--- config.mk ---
export PLATFORM = sky130hd
export DESIGN_NAME = sub_seq_64
export DESIGN_NICKNAME = d
export VERILOG_FILES = /design/src/rtl/sub_seq_64.sv
export SDC_FILE = /design/constraint.sdc
export NUM_CORES = 1
export LEC_CHECK = 0
export BUFFER_PORTS_ARGS = -buffer_cell sky130_fd_sc_hd__buf_4
export CORE_ASPECT_RATIO = 0.75
export CORE_MARGIN = 2
export CORE_UTILIZATION = 40
export DETAILED_ROUTE_END_ITERATION = 10
export PLACE_DENSITY = 0.72
export SYNTH_ARGS = -nofsm -noshare
export SYNTH_HDL_FRONTEND = slang
export SYNTH_SLANG_ARGS = --single-unit
--- constraint.sdc ---
create_clock -name clk -period 5.49 [get_ports clk]
set_clock_uncertainty 0.15 [all_clocks]
set_input_delay 0 -clock clk [delete_from_list [all_inputs] [get_ports clk]]
set_output_delay 0 -clock clk [all_outputs]
set_load 0.02 [all_outputs]
--- src/rtl/sub_seq_64.sv ---
// Byte-serial 64-bit subtractor: one byte per cycle over 8 RUN cycles, with
// a registered result that is published atomically on the final byte.
module sub_seq_64 (
  input  logic        clk,
  input  logic        rst,
  input  logic        start,
  input  logic [63:0] a,
  input  logic [63:0] b,
  input  logic        bin,
  output logic        busy,
  output logic        done,
  output logic [63:0] diff,
  output logic        bout,
  output logic        zero
);

  localparam int unsigned W      = 64;
  localparam int unsigned CNT_W  = 3;
  localparam int unsigned BYTE_W = 8;

  localparam logic [1:0] IDLE = 2'd0;
  localparam logic [1:0] RUN  = 2'd1;
  localparam logic [1:0] DONE = 2'd2;

  logic [1:0]        state_q, state_d;
  logic [CNT_W-1:0]  cnt_q, cnt_d;
  logic [W-1:0]      a_q, a_d;
  logic [W-1:0]      b_q, b_d;
  logic              borrow_q, borrow_d;
  logic [W-1:0]      acc_q, acc_d;
  logic [W-1:0]      diff_d;
  logic              bout_d, zero_d, busy_d, done_d;

  logic [5:0]        idx_c;
  logic [BYTE_W-1:0] a_byte_c, b_byte_c;
  logic [BYTE_W:0]   sub_c;
  logic [W-1:0]      full_c;

  // Current byte slice; bit 8 of the 9-bit difference is the byte's borrow-out.
  always_comb begin
    idx_c    = {cnt_q, 3'b000};
    a_byte_c = a_q[idx_c +: BYTE_W];
    b_byte_c = b_q[idx_c +: BYTE_W];
    sub_c    = 9'(a_byte_c) - 9'(b_byte_c) - 9'(borrow_q);
    full_c   = {sub_c[BYTE_W-1:0], acc_q[55:0]};
  end

  always_ff @(posedge clk) begin
    if (!rst) begin
      state_q  <= IDLE;
      cnt_q    <= '0;
      a_q      <= '0;
      b_q      <= '0;
      borrow_q <= 1'b0;
      acc_q    <= '0;
      diff     <= '0;
      bout     <= 1'b0;
      zero     <= 1'b0;
      busy     <= 1'b0;
      done     <= 1'b0;
    end else begin
      state_q  <= state_d;
      cnt_q    <= cnt_d;
      a_q      <= a_d;
      b_q      <= b_d;
      borrow_q <= borrow_d;
      acc_q    <= acc_d;
      diff     <= diff_d;
      bout     <= bout_d;
      zero     <= zero_d;
      busy     <= busy_d;
      done     <= done_d;
    end
  end

  // Next-state and next-output logic.
  always_comb begin
    state_d  = state_q;
    cnt_d    = cnt_q;
    a_d      = a_q;
    b_d      = b_q;
    borrow_d = borrow_q;
    acc_d    = acc_q;
    diff_d   = diff;
    bout_d   = bout;
    zero_d   = zero;

    case (state_q)
      IDLE, DONE: begin
        if (start) begin
          a_d      = a;
          b_d      = b;
          borrow_d = bin;
          cnt_d    = '0;
          state_d  = RUN;
        end else begin
          state_d  = IDLE;
        end
      end
      RUN: begin
        acc_d[idx_c +: BYTE_W] = sub_c[BYTE_W-1:0];
        borrow_d = sub_c[BYTE_W];
        cnt_d    = cnt_q + 3'd1;
        if (cnt_q == 3'd7) begin
          diff_d  = full_c;
          bout_d  = sub_c[BYTE_W];
          zero_d  = (full_c == 64'd0);
          state_d = DONE;
        end
      end
      default: state_d = IDLE;
    endcase

    busy_d = (state_d == RUN);
    done_d = (state_d == DONE);
  end

endmodule

# Yosys cells after proc, flatten, opt, wreduce, memory -nomap -nowiden
# Index checks and enable logic that the tools add are counted.
# op_classes
n_addsub	4
eq_ne	6
shifts	4
n_mux	8
n_reduce_logical	7
# op_table
cell	n
64-bit by 7-bit indexed part select with 8-bit output	2
64-bit bitwise mux	1
64-bit zero test	1
8-bit by 8-bit variable shift with 64-bit output, first input constant	1
8-bit by 8-bit indexed part select with 64-bit output	1
8-bit by 8-bit subtractor with 9-bit output	1
9-bit by 1-bit subtractor with 9-bit output	1
6-bit negator with 8-bit output	1
3-bit case mux with 2 select lines	1
2-bit AND reduction	3
2-bit by 1-bit equality test with 1-bit output, second input constant	2
2-bit equality test, second input constant	2
2-bit case mux with 2 select lines	1
3-bit by 1-bit adder with 3-bit output, second input constant	1
3-bit equality test, second input constant	1
3-bit two-way mux	1
2-bit zero test	1
1-bit two-way mux	2
2-bit two-way mux	1
2-bit inequality test, second input constant	1
1-bit case mux with 2 select lines	1
2-bit nonzero test	1
2-bit OR reduction	1
# word_totals
regBits	266
in_bits	132
out_inout_bits	68
wordCells	40

# Logic depth before layout (Yosys ltp)
# logic_depth
word_depth	5
mapped_depth	15
depth_no_buf	13

# Worst setup path before layout
# Ideal clock, no wire load.
# synth_timing
path_kind	register to register
from	register cnt_q[0]
to	register zero
t_arrival_ps	4042
t_required_ps	5270
slack_ps	1229
stages_incl_launch_ff	15
path_cell_list	dfxtp_1 > buf_2 > buf_1 > mux4_2 > mux2i_1 > fa_1 > inv_1 > fa_1 > nand2b_1 > a21oi_1 > o21bai_1 > a21oi_1 > xnor2_1 > or4_1 > o21ai_1
# synth_between
elab_chain_len	4
word_cells_on_any_way	7
# synth_lines
element	line_no	text
start, declared	26	logic [CNT_W-1:0] cnt_q, cnt_d;
start signal, assigned	63	cnt_q <= cnt_d;
64-bit by 7-bit indexed part select with 8-bit output, on equally long branches	42, 43	
8-bit by 8-bit subtractor with 9-bit output	44	sub_c = 9'(a_byte_c) - 9'(b_byte_c) - 9'(borrow_q);
9-bit by 1-bit subtractor with 9-bit output	44	
64-bit zero test	107	zero_d = (full_c == 64'd0);
end signal, assigned	70	zero <= zero_d;
end, declared	14	output logic zero
# Several ways; a longest one is shown, not always the timed one.
# A chain may end at the register's enable or synchronous reset.

# Final worst setup path
# layout_timing
from	register cnt_q[0]
to	register zero
# layout_between
elab_chain_len	4
word_cells_on_any_way	7
# layout_lines
element	line_no	text
64-bit by 7-bit indexed part select with 8-bit output, on equally long branches	42, 43	
8-bit by 8-bit subtractor with 9-bit output *	44	
9-bit by 1-bit subtractor with 9-bit output *	44	
named net sub_c[1]	36	logic [BYTE_W:0] sub_c;
64-bit zero test *	107	
# Mark *: on every way through the listed nets, which the timed path passes. The rest lies on a longest branch.

==> run_summary.xml <==
<?xml version="1.0" encoding="UTF-8"?>
<metrics>
  <group name="power">
    <metric name="vdd_ir_drop_max" unit="mV">0.232</metric>
    <metric name="static-leakage-power" unit="nW">6.43</metric>
    <metric name="power-per-cell-area" unit="nW/um^2">290</metric>
  </group>
  <group name="drt">
    <metric name="detail_route.first_pass.iterations" unit="">5</metric>
    <metric name="post-route-drc-count" unit="">0</metric>
    <metric name="highest-signal-layer" unit="">met4</metric>
    <metric name="drt_iter0_drcs" unit="">946</metric>
    <metric name="routed_wirelength" unit="um">35400</metric>
    <metric name="vias" unit="">10300</metric>
    <metric name="drt-wirelength-per-cell" unit="um">17.7</metric>
    <metric name="route.antenna.remaining_nets" unit="">0</metric>
    <metric name="dr_wl_met2" unit="um">14700</metric>
    <metric name="detail_route.wirelength.met1" unit="um">17000</metric>
    <metric name="via_per_instance_ratio" unit="">5.12</metric>
    <metric name="routed-wl-met3" unit="um">2910</metric>
  </group>
  <group name="grt">
    <metric name="grt_start_max_net_pins" unit="">147</metric>
    <metric name="overall_track_demand_over_capacity_in_global_routing" unit="%">24.3</metric>
    <metric name="first_global_vias" unit="">10300</metric>
    <metric name="grt_overflow_total" unit="">0</metric>
    <metric name="first_pass_grt_wire_length" unit="um">55800</metric>
    <metric name="antenna_found_initial" unit="">0</metric>
  </group>
  <group name="timing">
    <metric name="finalSetupViolCount" unit="">0</metric>
    <metric name="timing_hold_violations_final" unit="">0</metric>
    <metric name="period_needed" unit="ns">4.31</metric>
    <metric name="unrepaired_setup_endpoints_after_global_routing" unit="">false</metric>
    <metric name="timing.setup.tns" unit="ns">0</metric>
    <metric name="min_period_over_period" unit="%">78.6</metric>
    <metric name="timing.max_slew.rel_slack" unit="%">24.0</metric>
    <metric name="setup_ws" unit="ns">1.18</metric>
    <metric name="fmaxAchievable" unit="MHz">232</metric>
    <metric name="tightestPinTransition" unit="ns">1.14</metric>
    <metric name="final-max-slew-violation-count" unit="">0</metric>
  </group>
  <group name="die">
    <metric name="die_height" unit="um">148</metric>
    <metric name="die_w" unit="um">196</metric>
    <metric name="io-pin-count" unit="">200</metric>
    <metric name="initial_core_util" unit="%">40.9</metric>
    <metric name="design.core.area" unit="sq um">27100</metric>
    <metric name="die-area" unit="sq um">29000</metric>
    <metric name="row_count" unit="">52</metric>
  </group>
  <group name="clock_network">
    <metric name="clock_sinks" unit="">258</metric>
    <metric name="number_of_cts_inserted_buffers" unit="">27</metric>
    <metric name="worst_skew_pair.late_latency" unit="ns">0.54</metric>
    <metric name="htree_levels" unit="">1</metric>
    <metric name="cts_tree" unit="">done</metric>
    <metric name="cts.path.max_buffers" unit="">3</metric>
    <metric name="cts_root_buf" unit="">sky130_fd_sc_hd__clkbuf_16</metric>
    <metric name="cts-resized-gates" unit="">0</metric>
    <metric name="clock_transition_at_the_register_clock_pins_on_the_worst_setup_and_hold_paths_after_cts" unit="ns">0.07</metric>
  </group>
  <group name="layout">
    <metric name="fillers" unit="">2278</metric>
    <metric name="layout-area-overhead-vs-synth" unit="%">42.9</metric>
    <metric name="final_net_count" unit="">1784</metric>
    <metric name="mostFrequentLayoutCell" unit="">sky130_fd_sc_hd__nand2_1</metric>
    <metric name="num_antenna_cells" unit="">0</metric>
    <metric name="drive_gt1_share" unit="%">18.3</metric>
    <metric name="final_cell_mix" unit="">sky130_fd_sc_hd__nand2_1 (443), sky130_fd_sc_hd__dfxtp_1 (256), sky130_fd_sc_hd__buf_4 (212)</metric>
  </group>
  <group name="synth">
    <metric name="number_of_distinct_library_cells_after_synthesis" unit="">38</metric>
    <metric name="synth_cells" unit="">1266</metric>
    <metric name="synth_fp_nets" unit="">1419</metric>
    <metric name="syn-cell-area" unit="sq um">11100</metric>
    <metric name="register_area_share_after_synthesis" unit="%">46.7</metric>
    <metric name="synth_area_per_inst" unit="sq um">8.74</metric>
    <metric name="number_of_synthesis_warnings" unit="">0</metric>
    <metric name="synth_seq_cells" unit="">258</metric>
  </group>
  <group name="worst_setup_path">
    <metric name="critical_path_class" unit="">register to register</metric>
    <metric name="worst-r2r-cell-count" unit="">13</metric>
    <metric name="critPathArrivalTime" unit="ns">4.64</metric>
    <metric name="critical_path_launch_point_type" unit="">register</metric>
    <metric name="critical_path.max_fanout" unit="">15</metric>
    <metric name="worst_setup_path_end_kind" unit="">register</metric>
    <metric name="worst_ep_required_time" unit="ns">5.82</metric>
  </group>
  <group name="placed_design">
    <metric name="dpl.hpwl" unit="um">23000</metric>
    <metric name="gp_congestion" unit="">0.861</metric>
    <metric name="numPortBuffers" unit="">199</metric>
    <metric name="place_ws" unit="ns">1.18</metric>
  </group>
  <group name="job">
    <metric name="cap_viol_max_count" unit="">0</metric>
  </group>
  <group name="hold_path">
    <metric name="timing.hold.worst.class" unit="">input pin to register</metric>
    <metric name="holdPathStages" unit="">4</metric>
  </group>
  <group name="run_status">
    <metric name="run_status" unit="">finished clean</metric>
  </group>
</metrics>
==> stage by stage <==
step                      utilization (%)  total power, mW  hold slack [ns]  instance area, sq um  instances
after CTS                            58.4             4.57           0.0444                 15800       2003
after floorplan                         -             2.37         -0.00508                 11100       1266
after global placement               47.3             2.62            0.118                 12800       1742
after global routing                 58.4             4.74            0.112                 15800       2003
final                                58.4             4.58           0.0496                 15800       2003
after detailed placement             47.3             2.63            0.123                 12800       1742
==> timing repair <==
action,CTS,global route
buffers inserted,0,0
hold endpoints to repair,192,0
hold buffers,211,0
==> cells in the mapped netlist <==
library cell | number | area share, %
sky130_fd_sc_hd__nand2_1 | 444 | 15
sky130_fd_sc_hd__dfxtp_1 | 258 | 47
sky130_fd_sc_hd__a21boi_0 | 199 | 13
sky130_fd_sc_hd__clkbuf_1 | 78 | 2.6
sky130_fd_sc_hd__nor2b_1 | 39 | 2.2
sky130_fd_sc_hd__mux4_2 | 32 | 6.5
sky130_fd_sc_hd__a22oi_1 | 20 | 1.4
sky130_fd_sc_hd__a21oi_1 | 19 | 0.86
sky130_fd_sc_hd__ha_1 | 19 | 2.1
sky130_fd_sc_hd__inv_1 | 18 | 0.61
sky130_fd_sc_hd__and2_1 | 15 | 0.85
sky130_fd_sc_hd__nor4_1 | 15 | 0.85
sky130_fd_sc_hd__nor3_1 | 14 | 0.63
sky130_fd_sc_hd__mux2i_1 | 13 | 1.2
sky130_fd_sc_hd__o21ai_0 | 13 | 0.59
sky130_fd_sc_hd__nor2_1 | 9 | 0.31
sky130_fd_sc_hd__buf_1 | 8 | 0.27
sky130_fd_sc_hd__nand2b_1 | 8 | 0.45
sky130_fd_sc_hd__nand3_1 | 6 | 0.27
sky130_fd_sc_hd__and3_1 | 5 | 0.28
sky130_fd_sc_hd__o211a_1 | 5 | 0.45
sky130_fd_sc_hd__xnor2_1 | 5 | 0.40
sky130_fd_sc_hd__nand4_1 | 4 | 0.23
sky130_fd_sc_hd__buf_2 | 2 | 0.090
sky130_fd_sc_hd__fa_1 | 2 | 0.36
sky130_fd_sc_hd__nand4b_1 | 2 | 0.16
sky130_fd_sc_hd__o21ai_1 | 2 | 0.090
sky130_fd_sc_hd__xor2_1 | 2 | 0.16
sky130_fd_sc_hd__a21oi_2 | 1 | 0.079
sky130_fd_sc_hd__a31oi_2 | 1 | 0.11
sky130_fd_sc_hd__and4b_1 | 1 | 0.090
sky130_fd_sc_hd__inv_2 | 1 | 0.034
sky130_fd_sc_hd__mux2_4 | 1 | 0.14
sky130_fd_sc_hd__nor4_2 | 1 | 0.11
sky130_fd_sc_hd__nor4b_1 | 1 | 0.079
sky130_fd_sc_hd__o211ai_1 | 1 | 0.068
sky130_fd_sc_hd__o21bai_1 | 1 | 0.068
sky130_fd_sc_hd__or4_1 | 1 | 0.068
==> layout make-up <==
class | instances | area (sq um) | area share, %
multi-input cells | 901 | 5530 | 34.9
flip-flops and latches | 258 | 5170 | 32.7
repair buffers | 424 | 3710 | 23.5
clock buffers | 37 | 763 | 4.83
well taps | 351 | 439 | 2.78
clock inverters | 13 | 131 | 0.831
inverters | 19 | 71.3 | 0.451
==> per-layer routing <==
metal  up-vias  track usage, %
met2       403            36.2
met4         0            5.80
met5         -               0
met1      4823            35.6
li1       4965               -
met3        64            5.58
==> final timing paths <==
| kind | slack [ns] | to | start |
|---|---|---|---|
| min reg2reg | 0.31 | a_q[52] | a_q[52] |
| max reg2reg | 1.18 | zero | cnt_q[0] |
| min | 0.05 | a_q[63] | start |
| max | 1.18 | zero | cnt_q[0] |
==> sequential cells by signal, indices dropped and copies added (netlist names) <==
| name | cells |
|---|---|
| a_q | 64 |
| acc_q | 56 |
| b_q | 64 |
| borrow_q | 1 |
| bout | 1 |
| busy | 1 |
| cnt_q | 3 |
| diff | 64 |
| done | 1 |
| state_q | 2 |
| zero | 1 |
==> where the power goes <==
part,leakage (nW),switching (mW),total [mW],internal [mW]
clock,0.440,0.769,1.84,1.07
combinational,3.89,0.381,0.739,0.359
sequential,2.10,0.0608,2.00,1.94
total,6.43,1.21,4.58,3.37
==> critical path, stage by stage, from the launching register on <==
cell and delay [ns]:
sky130_fd_sc_hd__dfxtp_2 0.63, sky130_fd_sc_hd__buf_4 0.30, sky130_fd_sc_hd__mux4_2 0.53, sky130_fd_sc_hd__nand2_1 0.08, sky130_fd_sc_hd__nand2_1 0.09, sky130_fd_sc_hd__fa_1 0.41, sky130_fd_sc_hd__inv_1 0.11, sky130_fd_sc_hd__fa_1 0.56
sky130_fd_sc_hd__nor4_1 0.32, sky130_fd_sc_hd__nand4_1 0.16, sky130_fd_sc_hd__nor4_1 0.29, sky130_fd_sc_hd__nand3_1 0.10, sky130_fd_sc_hd__or4_1 0.40, sky130_fd_sc_hd__o21ai_1 0.11
==> cells by family (layout without fill, tap and decap cells) <==
kind of cell,count (synthesis),count (layout),synth area share (%)
compound gates,262,262,17.2
xor+xnor,7,7,0.554
fa+ha+maj,21,21,2.51
buf+inv,107,493,3.65
flops,258,258,46.7
mux,46,46,7.82
simple gates,565,565,21.6
(Power assumes the default switching activity.)
